### src/rtl/ctrl_handoff_arb_if.sv
// Control-bus bundle exchanged between the main/extension FSMs and the handoff arbiter.
// master: the FSM side that drives requests and control words; slave: the arbiter.
interface ctrl_handoff_arb_if;
  logic [18:0] i_main_ctrl;
  logic [18:0] i_ext_ctrl;
  logic [7:0]  i_main_state;
  logic [7:0]  i_ext_state;
  logic        i_main_handoff;
  logic        i_ext_done;
  logic        i_tmo_clr;
  logic [18:0] o_ctrl;
  logic [7:0]  o_c_state;
  logic        o_main_rst_n;
  logic        o_ext_rst_n;
  logic        o_owner_ext;
  logic        o_timeout;
  logic [7:0]  o_handoff_cnt;

  modport master (
    output i_main_ctrl, i_ext_ctrl, i_main_state, i_ext_state,
    output i_main_handoff, i_ext_done, i_tmo_clr,
    input  o_ctrl, o_c_state, o_main_rst_n, o_ext_rst_n,
    input  o_owner_ext, o_timeout, o_handoff_cnt
  );

  modport slave (
    input  i_main_ctrl, i_ext_ctrl, i_main_state, i_ext_state,
    input  i_main_handoff, i_ext_done, i_tmo_clr,
    output o_ctrl, o_c_state, o_main_rst_n, o_ext_rst_n,
    output o_owner_ext, o_timeout, o_handoff_cnt
  );
endinterface

### src/rtl/ctrl_handoff_arb.sv
// Arbitrates ownership of the datapath control bus between the main FSM and an
// extension FSM, with a one-cycle safe slot on entry and exit plus a watchdog.
module ctrl_handoff_arb #(
  parameter int unsigned TIMEOUT = 64
) (
  input  logic               i_clk,
  input  logic               i_rst_n,
  ctrl_handoff_arb_if.slave  bus
);

  typedef enum logic [1:0] {
    S_MAIN      = 2'd0,
    S_EXT_START = 2'd1,
    S_EXT       = 2'd2,
    S_RETURN    = 2'd3
  } state_t;

  localparam logic [7:0]  WDOG_LAST = 8'(TIMEOUT - 32'd1);
  localparam logic [18:0] CTRL_SAFE = 19'h00000;

  state_t      state_r;
  state_t      state_nxt_s;
  logic [7:0]  wdog_r;
  logic        timeout_r;
  logic [7:0]  cnt_r;
  logic        tmo_set_s;

  logic        main_rst_n_s;
  logic        ext_rst_n_s;
  logic        owner_ext_s;
  logic [18:0] ctrl_s;
  logic [7:0]  c_state_s;

  // Next-state selection; done beats the watchdog when both fire together.
  always_comb begin
    state_nxt_s = state_r;
    tmo_set_s   = 1'b0;
    case (state_r)
      S_MAIN: begin
        if (bus.i_main_handoff) state_nxt_s = S_EXT_START;
        else                    state_nxt_s = S_MAIN;
      end
      S_EXT_START: state_nxt_s = S_EXT;
      S_EXT: begin
        if (bus.i_ext_done) begin
          state_nxt_s = S_RETURN;
        end else if (wdog_r == WDOG_LAST) begin
          state_nxt_s = S_RETURN;
          tmo_set_s   = 1'b1;
        end else begin
          state_nxt_s = S_EXT;
        end
      end
      S_RETURN: state_nxt_s = S_MAIN;
      default:  state_nxt_s = S_MAIN;
    endcase
  end

  // Ownership state register.
  always_ff @(posedge i_clk) begin
    if (!i_rst_n) state_r <= S_MAIN;
    else          state_r <= state_nxt_s;
  end

  // Watchdog: zeroed in the start slot, counts extension-owned cycles.
  always_ff @(posedge i_clk) begin
    if (!i_rst_n) begin
      wdog_r <= 8'd0;
    end else begin
      case (state_r)
        S_EXT_START: wdog_r <= 8'd0;
        S_EXT:       wdog_r <= wdog_r + 8'd1;
        default:     wdog_r <= wdog_r;
      endcase
    end
  end

  // Sticky timeout flag; a new timeout outranks a simultaneous clear.
  always_ff @(posedge i_clk) begin
    if (!i_rst_n)           timeout_r <= 1'b0;
    else if (tmo_set_s)     timeout_r <= 1'b1;
    else if (bus.i_tmo_clr) timeout_r <= 1'b0;
    else                    timeout_r <= timeout_r;
  end

  // Completed-return counter, wraps naturally at 8 bits.
  always_ff @(posedge i_clk) begin
    if (!i_rst_n)                 cnt_r <= 8'd0;
    else if (state_r == S_RETURN) cnt_r <= cnt_r + 8'd1;
    else                          cnt_r <= cnt_r;
  end

  // Sub-FSM resets and owner flag depend on the state register alone.
  always_comb begin
    main_rst_n_s = 1'b1;
    ext_rst_n_s  = 1'b0;
    owner_ext_s  = 1'b0;
    case (state_r)
      S_MAIN: begin
        main_rst_n_s = 1'b1;
        ext_rst_n_s  = 1'b0;
      end
      S_EXT_START: begin
        main_rst_n_s = 1'b1;
        ext_rst_n_s  = 1'b1;
      end
      S_EXT: begin
        main_rst_n_s = 1'b1;
        ext_rst_n_s  = 1'b1;
        owner_ext_s  = 1'b1;
      end
      S_RETURN: begin
        main_rst_n_s = 1'b0;
        ext_rst_n_s  = 1'b0;
      end
      default: begin
        main_rst_n_s = 1'b0;
        ext_rst_n_s  = 1'b0;
      end
    endcase
  end

  // Control word and state-code mux; transition slots drive the safe all-zero word.
  always_comb begin
    ctrl_s    = CTRL_SAFE;
    c_state_s = 8'd0;
    case (state_r)
      S_MAIN: begin
        ctrl_s    = bus.i_main_ctrl;
        c_state_s = bus.i_main_state;
      end
      S_EXT_START: begin
        ctrl_s    = CTRL_SAFE;
        c_state_s = bus.i_main_state;
      end
      S_EXT: begin
        ctrl_s    = bus.i_ext_ctrl;
        c_state_s = bus.i_ext_state;
      end
      S_RETURN: begin
        ctrl_s    = CTRL_SAFE;
        c_state_s = 8'd0;
      end
      default: begin
        ctrl_s    = CTRL_SAFE;
        c_state_s = 8'd0;
      end
    endcase
  end

  // Holding reset forces every owner-facing output to its quiescent value.
  assign bus.o_main_rst_n  = main_rst_n_s & i_rst_n;
  assign bus.o_ext_rst_n   = ext_rst_n_s  & i_rst_n;
  assign bus.o_owner_ext   = owner_ext_s  & i_rst_n;
  assign bus.o_ctrl        = i_rst_n ? ctrl_s    : CTRL_SAFE;
  assign bus.o_c_state     = i_rst_n ? c_state_s : 8'd0;
  assign bus.o_timeout     = timeout_r;
  assign bus.o_handoff_cnt = cnt_r;

endmodule
### src/flat_wrapper.sv
// flat-port wrapper written by rule: the top's interface ports become plain ports
module ctrl_handoff_arb_flat 
#(
  parameter int unsigned TIMEOUT = 64
)
  (i_clk, i_rst_n, bus_i_main_ctrl, bus_i_ext_ctrl, bus_i_main_state, bus_i_ext_state, bus_i_main_handoff, bus_i_ext_done, bus_i_tmo_clr, bus_o_ctrl, bus_o_c_state, bus_o_main_rst_n, bus_o_ext_rst_n, bus_o_owner_ext, bus_o_timeout, bus_o_handoff_cnt);
  ctrl_handoff_arb_if bus_i ();
  input  logic i_clk;
  input  logic i_rst_n;
  input wire logic [$bits(bus_i.i_main_ctrl)-1:0] bus_i_main_ctrl;
  input wire logic [$bits(bus_i.i_ext_ctrl)-1:0] bus_i_ext_ctrl;
  input wire logic [$bits(bus_i.i_main_state)-1:0] bus_i_main_state;
  input wire logic [$bits(bus_i.i_ext_state)-1:0] bus_i_ext_state;
  input wire logic [$bits(bus_i.i_main_handoff)-1:0] bus_i_main_handoff;
  input wire logic [$bits(bus_i.i_ext_done)-1:0] bus_i_ext_done;
  input wire logic [$bits(bus_i.i_tmo_clr)-1:0] bus_i_tmo_clr;
  output wire logic [$bits(bus_i.o_ctrl)-1:0] bus_o_ctrl;
  output wire logic [$bits(bus_i.o_c_state)-1:0] bus_o_c_state;
  output wire logic [$bits(bus_i.o_main_rst_n)-1:0] bus_o_main_rst_n;
  output wire logic [$bits(bus_i.o_ext_rst_n)-1:0] bus_o_ext_rst_n;
  output wire logic [$bits(bus_i.o_owner_ext)-1:0] bus_o_owner_ext;
  output wire logic [$bits(bus_i.o_timeout)-1:0] bus_o_timeout;
  output wire logic [$bits(bus_i.o_handoff_cnt)-1:0] bus_o_handoff_cnt;
  assign bus_i.i_main_ctrl = bus_i_main_ctrl;
  assign bus_i.i_ext_ctrl = bus_i_ext_ctrl;
  assign bus_i.i_main_state = bus_i_main_state;
  assign bus_i.i_ext_state = bus_i_ext_state;
  assign bus_i.i_main_handoff = bus_i_main_handoff;
  assign bus_i.i_ext_done = bus_i_ext_done;
  assign bus_i.i_tmo_clr = bus_i_tmo_clr;
  assign bus_o_ctrl = bus_i.o_ctrl;
  assign bus_o_c_state = bus_i.o_c_state;
  assign bus_o_main_rst_n = bus_i.o_main_rst_n;
  assign bus_o_ext_rst_n = bus_i.o_ext_rst_n;
  assign bus_o_owner_ext = bus_i.o_owner_ext;
  assign bus_o_timeout = bus_i.o_timeout;
  assign bus_o_handoff_cnt = bus_i.o_handoff_cnt;
  ctrl_handoff_arb #(.TIMEOUT(TIMEOUT)) u_core (.i_clk(i_clk), .i_rst_n(i_rst_n), .bus(bus_i));
endmodule
### config.mk
export PLATFORM = sky130hd
export DESIGN_NAME = ctrl_handoff_arb_flat
export DESIGN_NICKNAME = d
export VERILOG_FILES = /design/src/rtl/ctrl_handoff_arb_if.sv /design/src/rtl/ctrl_handoff_arb.sv /design/src/flat_wrapper.sv
export SDC_FILE = /design/constraint.sdc
export NUM_CORES = 1
export LEC_CHECK = 0
export CELL_PAD_IN_SITES_DETAIL_PLACEMENT = 1
export CELL_PAD_IN_SITES_GLOBAL_PLACEMENT = 2
export CORE_MARGIN = 5
export CORE_UTILIZATION = 16
export CTS_BUF_LIST = sky130_fd_sc_hd__clkbuf_4
export CTS_CLUSTER_SIZE = 25
export DETAILED_ROUTE_END_ITERATION = 8
export GPL_ROUTABILITY_DRIVEN = 0
export GPL_TIMING_DRIVEN = 0
export PLACE_DENSITY_LB_ADDON = 0.25
export SLEW_MARGIN = 20
export SYNTH_ARGS = -nofsm -noshare
export SYNTH_HDL_FRONTEND = slang
export SYNTH_SLANG_ARGS = --single-unit
### constraint.sdc
create_clock -name i_clk -period 1.65 [get_ports i_clk]
set_clock_uncertainty 0.2 [all_clocks]
set_input_delay 0.33 -clock i_clk [delete_from_list [all_inputs] [get_ports i_clk]]
set_output_delay 0.33 -clock i_clk [all_outputs]
set_load 0.1 [all_outputs]
==> reports/metrics.yaml, run 1 <==
clocking:
  clkSinkCount: 19
  clk_pin_slew_ns: 0.12
  holdBufCountCts: 0
  cts_made_buffers: 3
  clock_path_buffers: 2
  cts_tree: "built"
  cts_root_buf: "clkbuf_4"
  clock_latency_ns: 0.30
  cts_htree_levels: 1
sta:
  finalSetupViolations: 39
  rsz0062_at_grt: "true"
  fin_crit_sh_pct: 134
  period_needed_ns: 2.21
  worstMarginPinSlew_ns: 0.415
  finalHoldViolations: 0
  setup_tns_ns: -15.99
  fmaxAchievable_mhz: 452
  setup_ws_ns: -0.564
  slew_viol_final: 0
  hold_slack_ns: 0.206
  slew_headroom_pct: 72.4
floorplan:
  ioPinCount: 98
  die_area_um2: 10200
  fp.coreArea_um2: 8130
  dieWidth_um: 101
  rows: 33
  initial_core_util_pct: 16.2
  die_h_um: 101
synth:
  syn_area_per_cell_um2: 8.06
  synth_cell_types: 28
  ys_ff_latch: 19
  yosysWarnings: 0
  synth_edf_count: 0
  synth-async-reset-ratio_pct: 0
  syn_area_um2: 1320
  synthCells: 164
  synth-seq-area-share_pct: 28.8
  synth_nets: 228
  synth_ff_type: "dfxtp_1"
detailed_routing:
  vias_per_cell: 4.31
  final_antenna_net_count: 0
  post-route-drc-count: 0
  drtIter0Drc: 29
  drt-total-wl_mm: 6.18
  drt_pass1_iterations: 4
  routed-via-count: 1633
  avgRoutedWirePerCell_um: 16.3
cells_and_area:
  fin_area_um2: 3370
  syn_to_final_growth_pct: 155
  fin_cells: 379
  drive_gt1_share_pct: 55.1
  nets: 339
  diodes: 0
grt:
  track_usage_pct: 12.0
  grt_first_pass_wirelength_mm: 9.68
  grt-ovfl-total: 0
  antenna_found_initial: 0
  grt_start_max_net_pins: 12
  grt_pass1_vias: 1857
critical_path:
  crit_arrival_ns: 1.68
  crit_path_frequent_cell: "nor2b_4"
  max_stage_delay_ns: 0.35
  ff2ff_setup_slack_ns: -0.11
  worst_setup_path_end_kind: "output pin"
  slowest_stage: "dfxtp_2"
  crit_buf_inv: 3
  path_cells: "inv_4, ha_4, nor2b_4, clkbuf_16, a22oi_2, nor2b_4, buf_12"
  critPathMaxFanout: 10
  worst_setup_path_start_kind: "flip-flop"
  critPathKind: "reg -> out"
  crit_family: "buffers and inverters"
  critical_path_required_ns: 1.12
run_status:
  outcome: "finished with violations"
  violations: "negative setup slack"
power_and_ir_drop:
  power_density_nw_per_um2: 631
  p_leak_nw: 1.30
  ir_worst_vdd_mv: 0.261
placement:
  port_buffers: 96
  dpl_cell_area_um2: 2740
  dp_hpwl_mm: 4.65
  dp_cells: 365
  pre_cts_ws_ns: -1.51
job:
  cap_viol_max_count: 0
min_path:
  holdCritPathClass: "in -> reg"
[sequential cells by signal, indices dropped and copies added, names as in the netlist]
name and count:
u_core.state_r 2, u_core.bus.o_handoff_cnt 8, u_core.bus.o_timeout 1, u_core.wdog_r 8
[cells in the mapped netlist, types with 2 or more instances]
| master | n | share of area (%) |
|---|---|---|
| nor2b_1 | 30 | 14 |
| a22oi_1 | 27 | 15 |
| dfxtp_1 | 19 | 29 |
| clkbuf_1 | 10 | 2.8 |
| nand2_1 | 9 | 2.6 |
| and2_1 | 7 | 3.3 |
| ha_1 | 5 | 4.7 |
| inv_1 | 5 | 1.4 |
| nand3_1 | 5 | 1.9 |
| nand4_1 | 5 | 2.4 |
| nor2_1 | 5 | 1.4 |
| o21ai_0 | 5 | 1.9 |
| a21boi_0 | 4 | 2.3 |
| xor2_1 | 4 | 2.7 |
| a21oi_1 | 3 | 1.1 |
| or3_1 | 3 | 1.4 |
| xnor2_1 | 3 | 2.0 |
| buf_2 | 2 | 0.76 |
| mux2i_1 | 2 | 1.5 |
| nand2b_1 | 2 | 0.95 |
| nand3b_1 | 2 | 1.1 |
[report_power, final]
group	switching, mW	leakage (nW)	total [mW]	internal, mW
clock network	0.154	0.0177	0.244	0.0904
logic	0.799	1.12	1.41	0.613
registers	0.00889	0.162	0.468	0.460
[worst paths after layout]
check,start,endpoint,depth (start not counted)
hold / removal,i_rst_n,u_core.wdog_r[0]$_SDFFE_PN0P_,2
setup reg to reg,u_core.state_r[1]$_SDFF_PN0_,u_core.wdog_r[6]$_SDFFE_PN0P_,8
hold reg to reg,u_core.bus.o_handoff_cnt[7]$_SDFFE_PN0P_,u_core.bus.o_handoff_cnt[7]$_SDFFE_PN0P_,2
setup / recovery,u_core.state_r[0]$_SDFF_PN0_,bus_o_ctrl[14],7
[kinds of logic (layout without fill, tap and decap cells)]
family	after synthesis	after routing	synth area share [%]
multiplexers	2	2	1.52
XOR/XNOR	7	7	4.64
flip-flops	19	19	28.8
buffers and inverters	17	127	5.02
adder cells (fa/ha/maj)	5	5	4.73
AND/OR/NAND/NOR	72	72	32.2
AO/OA/AOI/OAI	42	42	23.1
[repair_timing]
action	in CTS	in global routing
setup endpoints to repair	44	44
pin swaps	7	7
resized for setup	370	20
buffers inserted	6	4
gates cloned	1	0
[cell usage in the layout, fill, tap and decap left out, types with 4 or more instances in the layout]
master / synthesis / final
o21ai_0: 5 / 5
a22oi_2: 0 / 27
buf_4: 0 / 11
clkbuf_4: 0 / 7
buf_6: 0 / 7
nor2b_4: 0 / 29
nor2_1: 5 / 4
xor2_1: 4 / 4
nand4_1: 5 / 5
dfxtp_4: 0 / 5
and2_1: 7 / 6
nand3_1: 5 / 5
dfxtp_1: 19 / 4
dfxtp_2: 0 / 10
clkdlybuf4s50_1: 0 / 57
nand2_1: 9 / 7
clkbuf_2: 0 / 4
buf_12: 0 / 31
[through the flow]
step	util (%)	total power, mW
after floorplan	-	1.27
after global placement	33.7	1.59
after detailed placement	33.7	1.59
after CTS	40.2	2.12
after global routing	41.4	2.22
final	41.4	2.12
[final cells by class]
type,instances,area (um2)
Fill cell,865,4770
Inverter,5,27.5
Multi-Input combinational cell,128,1310
Buffer,11,109
Sequential cell,19,412
Tap cell,105,131
Clock inverter,1,5.00
Timing Repair Buffer,107,1350
Clock buffer,3,22.5
[metal layers]
metal / GRT usage (%) / vias up / routed length, um / share of wire [%]
met3: 3.88 / 4 / 429 / 6.9
met5: 0 / - / 0 / 0
met4: 2.38 / 0 / 74 / 1.2
met1: 13.8 / 776 / 2360 / 38
met2: 21.6 / 50 / 3310 / 54
li1: - / 803 / - / -
(Power assumes the default switching activity.)
==> inputs of run 2 (changes only) <==
--- a/config.mk
+++ b/config.mk
@@ -5,17 +5,17 @@
 export SDC_FILE = /design/constraint.sdc
 export NUM_CORES = 1
 export LEC_CHECK = 0
+export CAP_MARGIN = 20
 export CELL_PAD_IN_SITES_DETAIL_PLACEMENT = 1
 export CELL_PAD_IN_SITES_GLOBAL_PLACEMENT = 2
 export CORE_MARGIN = 5
 export CORE_UTILIZATION = 16
 export CTS_BUF_LIST = sky130_fd_sc_hd__clkbuf_4
-export CTS_CLUSTER_SIZE = 25
 export DETAILED_ROUTE_END_ITERATION = 8
 export GPL_ROUTABILITY_DRIVEN = 0
 export GPL_TIMING_DRIVEN = 0
 export PLACE_DENSITY_LB_ADDON = 0.25
-export SLEW_MARGIN = 20
+export SLEW_MARGIN = 10
 export SYNTH_ARGS = -nofsm -noshare
 export SYNTH_HDL_FRONTEND = slang
 export SYNTH_SLANG_ARGS = --single-unit
==> results of run 2 <==
No change in the layout: final DEF, timing and power equal those of run 1.
==> edit 1 (config.mk and constraints of run 2) <==
Encoding of `state_t`: now one-hot (4 bits for 4 states).
--- a/src/rtl/ctrl_handoff_arb.sv
+++ b/src/rtl/ctrl_handoff_arb.sv
@@ -8,11 +8,11 @@
   ctrl_handoff_arb_if.slave  bus
 );
 
-  typedef enum logic [1:0] {
-    S_MAIN      = 2'd0,
-    S_EXT_START = 2'd1,
-    S_EXT       = 2'd2,
-    S_RETURN    = 2'd3
+  typedef enum logic [3:0] {
+    S_MAIN      = 4'b0001,
+    S_EXT_START = 4'b0010,
+    S_EXT       = 4'b0100,
+    S_RETURN    = 4'b1000
   } state_t;
 
   localparam logic [7:0]  WDOG_LAST = 8'(TIMEOUT - 32'd1);
Formal check against the unedited RTL: no difference found for any inputs over 10 cycles, from zero or initial values and one cycle with i_rst_n low; not proved beyond that.
==> edit 1 against run 2 <==
  * The run still ends with setup timing left
  * Critical path type unchanged
  * Sequential cell count is 2 higher
  * Area after synthesis increased by 3.8%
  * Sequential share of layout area down 0.85 points
  * Core utilization rose by 6.1 points
  * Wire length increased by 23%
  * Clock power is 11% higher
  * Highest routed layer unchanged
  * Setup slack got worse by 0.31 ns
  * Final area up 17%
  * Power decreased by 9.0%
  * Largest power group unchanged
==> edit 1: results (changes against run 2) <==
Status
  – Status: finished, violations left (unchanged)
  – Failing checks: setup timing (unchanged)

Global route
  – Vias in the first global route: 2050 (was 1857)
  – Largest net degree at the start of global routing: 13 (was 12)
  – Initial antenna violation count: 0 (unchanged)
  – GRT Resource Usage Total: 0.134 (was 0.120)
  – First-pass GRT wire length: 11100 µm (was 9680 µm)

Clock network
  – H-tree levels: 1 (unchanged)
  – CTS root buf: clkbuf_4 (unchanged)
  – Worst-path clk slew: 0.14 ns (was 0.12 ns)
  – Num CTS Buffers: 3 (unchanged)
  – Clock Tree Buf Depth: 2 (unchanged)
  – Skew-Pair Late Insertion Delay: 0.32 ns (was 0.30 ns)

Placement
  – Placed wire-length estimate: 4940 µm (was 4650 µm)
  – Port buffer count: 97 (was 96)
  – Setup WS pre-CTS: -1.98 ns (was -1.51 ns)

Critical path
  – Crit-path slowest cell: or4b_4 (was dfxtp_2)
  – CP Max Fanout: 5 (was 10)
  – CP arrival: 1.99 ns (was 1.68 ns)
  – Max incr delay on CP: 0.56 ns (was 0.35 ns)

Timing
  – Worst setup margin: -0.872 ns (was -0.564 ns)
  – Max-slew headroom: 0.551 (was 0.724)
  – Fin Setup TNS: -27.46 ns (was -15.99 ns)
  – Final setup vio count: 47 (was 39)

Routing
  – Drt total wl: 7610 µm (was 6180 µm)
  – DR iter-0 viols: 48 (was 29)
  – Router iterations before antenna repair: 4 (unchanged)
  – Vias: 1915 (was 1633)
  – Routed wire per std cell: 18.6 µm (was 16.3 µm)

Power
  – Worst vdd ir: 0.252 mV (was 0.261 mV)
  – Static leakage: 1.48 nW (was 1.30 nW)

Logic synthesis
  – Synth Area in XOR/XNOR: 0.0192 (was 0.0464)
  – Compound-cell area share of the yosys netlist: 0.332 (was 0.231)
  – Distinct cells, synth: 42 (was 28)
  – Synth top area cells: dfxtp_1, a22o_1, a32oi_1, nor2_1, a21oi_1 (was dfxtp_1, a22oi_1, nor2b_1, ha_1, and2_1)
  – Share of the yosys chip area belonging to registers: 0.307 (was 0.288)
  – Post-Synth Adder-Cell Area: 0.0182 (was 0.0473)
  – Mux contribution to synthesized area: 0.0219 (was 0.0152)
  – Gate count after technology mapping: 165 (was 164)
  – Ys async rst share: 0 (unchanged)
  – Commonest cells in the netlist: dfxtp_1, a22o_1, nor2_1 (was nor2b_1, a22oi_1, dfxtp_1)
  – Post-synthesis net count: 226 (was 228)

Hold path
  – Worst min path class: register to register (was primary input to register)

Final layout
  – Fraction of layout cells with a size suffix above 1: 0.570 (was 0.551)
  – # nets final: 367 (was 339)
[edit 1: cell count changes after synthesis, sizes merged, moves of 4 or more]
cell	delta
a21oi	+7
and2	-6
nor2b	-30
o31ai	+5
a22oi	-27
a22o	+20
nor2	+12
or4	+4
buf	+5
a21boi	-4
a32oi	+8
[edit 1: what timing repair did]
item	CTS	global route
setup endpoints to repair	58	51
pin swaps	16	27
hold buffers	0	0
gates cloned	2	3
gates resized for setup	363	52
setup buffers	25	16
[edit 1: per-layer routing]
metal | GRT usage | wire length, µm
met5 | 0 | 0
met4 | 0.0252 | 97
met2 | 0.244 | 4060
met1 | 0.166 | 3120
met3 | 0.0250 | 334
[edit 1: final timing paths]
path                          startpoint                           to  slack, ns  depth (start not counted)
max                    u_core.state_r[1]                bus_o_ctrl[5]      -0.87                          6
min          u_core.bus.o_handoff_cnt[7]  u_core.bus.o_handoff_cnt[7]       0.28                          2
max reg2reg            u_core.state_r[2]  u_core.bus.o_handoff_cnt[6]      -0.60                          6
min reg2reg  u_core.bus.o_handoff_cnt[7]  u_core.bus.o_handoff_cnt[7]       0.28                          2
[edit 1: where the power goes]
group	switching (mW)	internal, mW	total, mW
combinational	0.621	0.531	1.15
sequential	0.00542	0.504	0.510
clock	0.181	0.0908	0.272
[edit 1: cell families (layout without fill, tap and decap cells)]
family | count (synthesis) | after routing
buffers and inverters | 18 | 158
XOR/XNOR | 3 | 3
AO/OA/AOI/OAI | 59 | 59
AND/OR/NAND/NOR | 59 | 59
multiplexers | 3 | 3
flip-flops | 21 | 21
adder cells (fa/ha/maj) | 2 | 2
[edit 1: metrics by stage]
| stage | cell area [µm²] | hold WS, ns |
|---|---|---|
| final | 3940 | 0.284 |
| after detailed placement | 2870 | 0.271 |
| after global routing | 3940 | 0.317 |
| after CTS | 3610 | 0.292 |
| after global placement | 2870 | 0.269 |
| after floorplan | 1760 | 0.224 |
[edit 1: cell type report]
class,instances,area [µm²]
Clock buffer,3,22.5
Sequential cell,21,448
Fill cell,868,4360
Inverter,4,20.0
Multi-Input combinational cell,126,1460
Tap cell,105,131
Clock inverter,1,5.00
Timing Repair Buffer,138,1680
Buffer,12,173
[edit 1: critical path: cells and delay by family, from the launching register on]
family | cells | cell delay (ns)
compound gates | 1 | 0.13
flops | 1 | 0.37
simple gates | 2 | 0.72
buf+inv | 3 | 0.45
==> edit 2 (config.mk and constraints of run 2) <==
Made on the original files. `TIMEOUT` is set to 64 in 2 places; all go to 48.
--- a/src/rtl/ctrl_handoff_arb.sv
+++ b/src/rtl/ctrl_handoff_arb.sv
@@ -1,7 +1,7 @@
 // Arbitrates ownership of the datapath control bus between the main FSM and an
 // extension FSM, with a one-cycle safe slot on entry and exit plus a watchdog.
 module ctrl_handoff_arb #(
-  parameter int unsigned TIMEOUT = 64
+  parameter int unsigned TIMEOUT = 48
 ) (
   input  logic               i_clk,
   input  logic               i_rst_n,
--- a/src/flat_wrapper.sv
+++ b/src/flat_wrapper.sv
@@ -1,7 +1,7 @@
 // flat-port wrapper written by rule: the top's interface ports become plain ports
 module ctrl_handoff_arb_flat 
 #(
-  parameter int unsigned TIMEOUT = 64
+  parameter int unsigned TIMEOUT = 48
 )
   (i_clk, i_rst_n, bus_i_main_ctrl, bus_i_ext_ctrl, bus_i_main_state, bus_i_ext_state, bus_i_main_handoff, bus_i_ext_done, bus_i_tmo_clr, bus_o_ctrl, bus_o_c_state, bus_o_main_rst_n, bus_o_ext_rst_n, bus_o_owner_ext, bus_o_timeout, bus_o_handoff_cnt);
   ctrl_handoff_arb_if bus_i ();
Check against the original RTL: same outputs for any inputs over 10 cycles, from zero or initial values and one cycle with i_rst_n low; that may be too few to reach the edited logic, so the function may still have changed.
==> edit 2 against run 2 <==
  * The run still ends with setup timing left
  * Sequential cell count unchanged
  * Count of clock-buffer cells in the layout unchanged
  * Final area is 2.0% higher
  * Area after synthesis decreased by 0.66%
  * Global-route usage up 0.52 points
  * Worst hold slack gained 0.085 ns
  * Setup slack worse by 0.0085 ns
  * Wire length down 0.66%
  * Final cell count grew 2.9%
  * Power is 0.46% higher
==> edit 2: results (changes against run 2) <==
Status
  – Status: finished, violations left (unchanged)
  – Failing checks: setup timing (unchanged)

Global route
  – Met2 track demand over resource: 0.225 (was 0.216)
  – Vias in the first global route: 1958 (was 1857)
  – GRT Resource Usage Total: 0.125 (was 0.120)
  – First-pass GRT wire length: 10100 µm (was 9680 µm)
  – Largest net degree at the start of global routing: 12 (unchanged)
  – M1 GR Usage: 0.143 (was 0.138)

Critical path
  – Reg2reg end: u_core.wdog_r[7] (was u_core.wdog_r[6])
  – CP Max Fanout: 5 (was 10)
  – Register-to-Register Setup Slack: -0.12 ns
  – Crit path from: u_core.state_r[1] (was u_core.state_r[0])
  – Critical path endpoint: bus_o_ctrl[18] (was bus_o_ctrl[14])
  – Crit-path slowest cell: dfxtp_4 (was dfxtp_2)
  – R2r worst-path depth: 7 (was 8)
  – Max incr delay on CP: 0.40 ns (was 0.35 ns)

Timing
  – Hold Slack: 0.291 ns (was 0.206 ns)
  – Final setup vio count: 33 (was 39)
  – Worst Max-Slew Pin Slew: 0.325 ns (was 0.415 ns)
  – Fin Setup TNS: -15.61 ns (was -15.99 ns)
  – Worst setup margin: -0.573 ns (was -0.564 ns)

Logic synthesis
  – Distinct cells, synth: 26 (was 28)
  – Avg Cell Area, Syn: 8.00 µm² (was 8.06 µm²)
  – Share of the yosys chip area belonging to registers: 0.290 (was 0.288)
  – Synth top area cells: dfxtp_1, a22oi_1, nor2b_1, ha_1, and2_1 (unchanged)
  – Commonest cells in the netlist: nor2b_1, a22oi_1, dfxtp_1 (unchanged)

Placement
  – Dpl cells: 366 (was 365)
  – DP Area: 0.00275 mm² (was 0.00274 mm²)
  – Port buffer count: 97 (was 96)
  – Placed wire-length estimate: 4620 µm (was 4650 µm)
  – Setup WS pre-CTS: -1.79 ns (was -1.51 ns)

Power
  – Worst vdd ir: 0.278 mV (was 0.261 mV)
  – Switching share of power: 0.449 (was 0.453)
  – Pwr top: combinational cells (unchanged)
  – Static leakage: 1.34 nW (was 1.30 nW)
  – Clock Power: ~240 µW
  – Switching pwr: 959 µW (was 962 µW)

Routing
  – Routed wire per std cell: 15.7 µm (was 16.3 µm)
  – Router iterations before antenna repair: 3 (was 4)
  – DR iter-0 viols: 26 (was 29)
  – Vias per inst: 4.43 (was 4.31)
  – Met2 WL: 3230 µm (was 3310 µm)
  – Vias: 1727 (was 1633)
  – Met1 WL: 2360 µm (about the same)
  – Met3 routed wirelength: 433 µm (was 429 µm)

Hold path
  – Worst Hold Launch: u_core.bus.o_handoff_cnt[7] (was i_rst_n)
  – Hold Path End: u_core.bus.o_handoff_cnt[7] (was u_core.wdog_r[0])
  – Worst min path class: register to register (was primary input to register)
  – Hold Crit Depth: 2 (unchanged)

Final layout
  – # nets final: 350 (was 339)
  – Fillers: 920 (was 865)
  – Final instance area: 0.00344 mm² (was 0.00337 mm²)

Clock network
  – Clock Tree Buf Depth: 2 (unchanged)
  – PostCTS Resize Cnt: 371 (was 370)
  – CTS Hold Buffers Added: 0 (unchanged)
  – # Post-CTS Setup Buffers: 17 (was 6)
[edit 2: cell count changes after synthesis]
cell / change
nand3b_1: -1
nand4_1: +1
or4b_4: -1
a21oi_1: +1
or4_4: +1
o31ai_1: -1
or3_1: +1
o21ai_0: +2
nand2b_1: -1
o2111ai_1: -1
clkbuf_1: -1
[edit 2: kinds of logic (layout without fill, tap and decap cells)]
group / after synthesis / in the layout / share of synthesized area
xor gates and xnor gates: 7 / 7 / 0.0467
AOI/OAI and AO/OA: 43 / 43 / 0.232
muxes: 2 / 2 / 0.0153
DFF: 19 / 19 / 0.290
and+or+nand+nor: 72 / 72 / 0.321
adders and majority gates: 5 / 5 / 0.0477
buffers and inverters: 16 / 137 / 0.0477
[edit 2: final cells by class]
class,instances,area share
Timing Repair Buffer,118,0.422
Clock inverter,1,0.00146
Tap cell,105,0.0382
Inverter,5,0.00801
Clock buffer,3,0.00655
Sequential cell,19,0.119
Multi-Input combinational cell,129,0.381
Buffer,10,0.0244
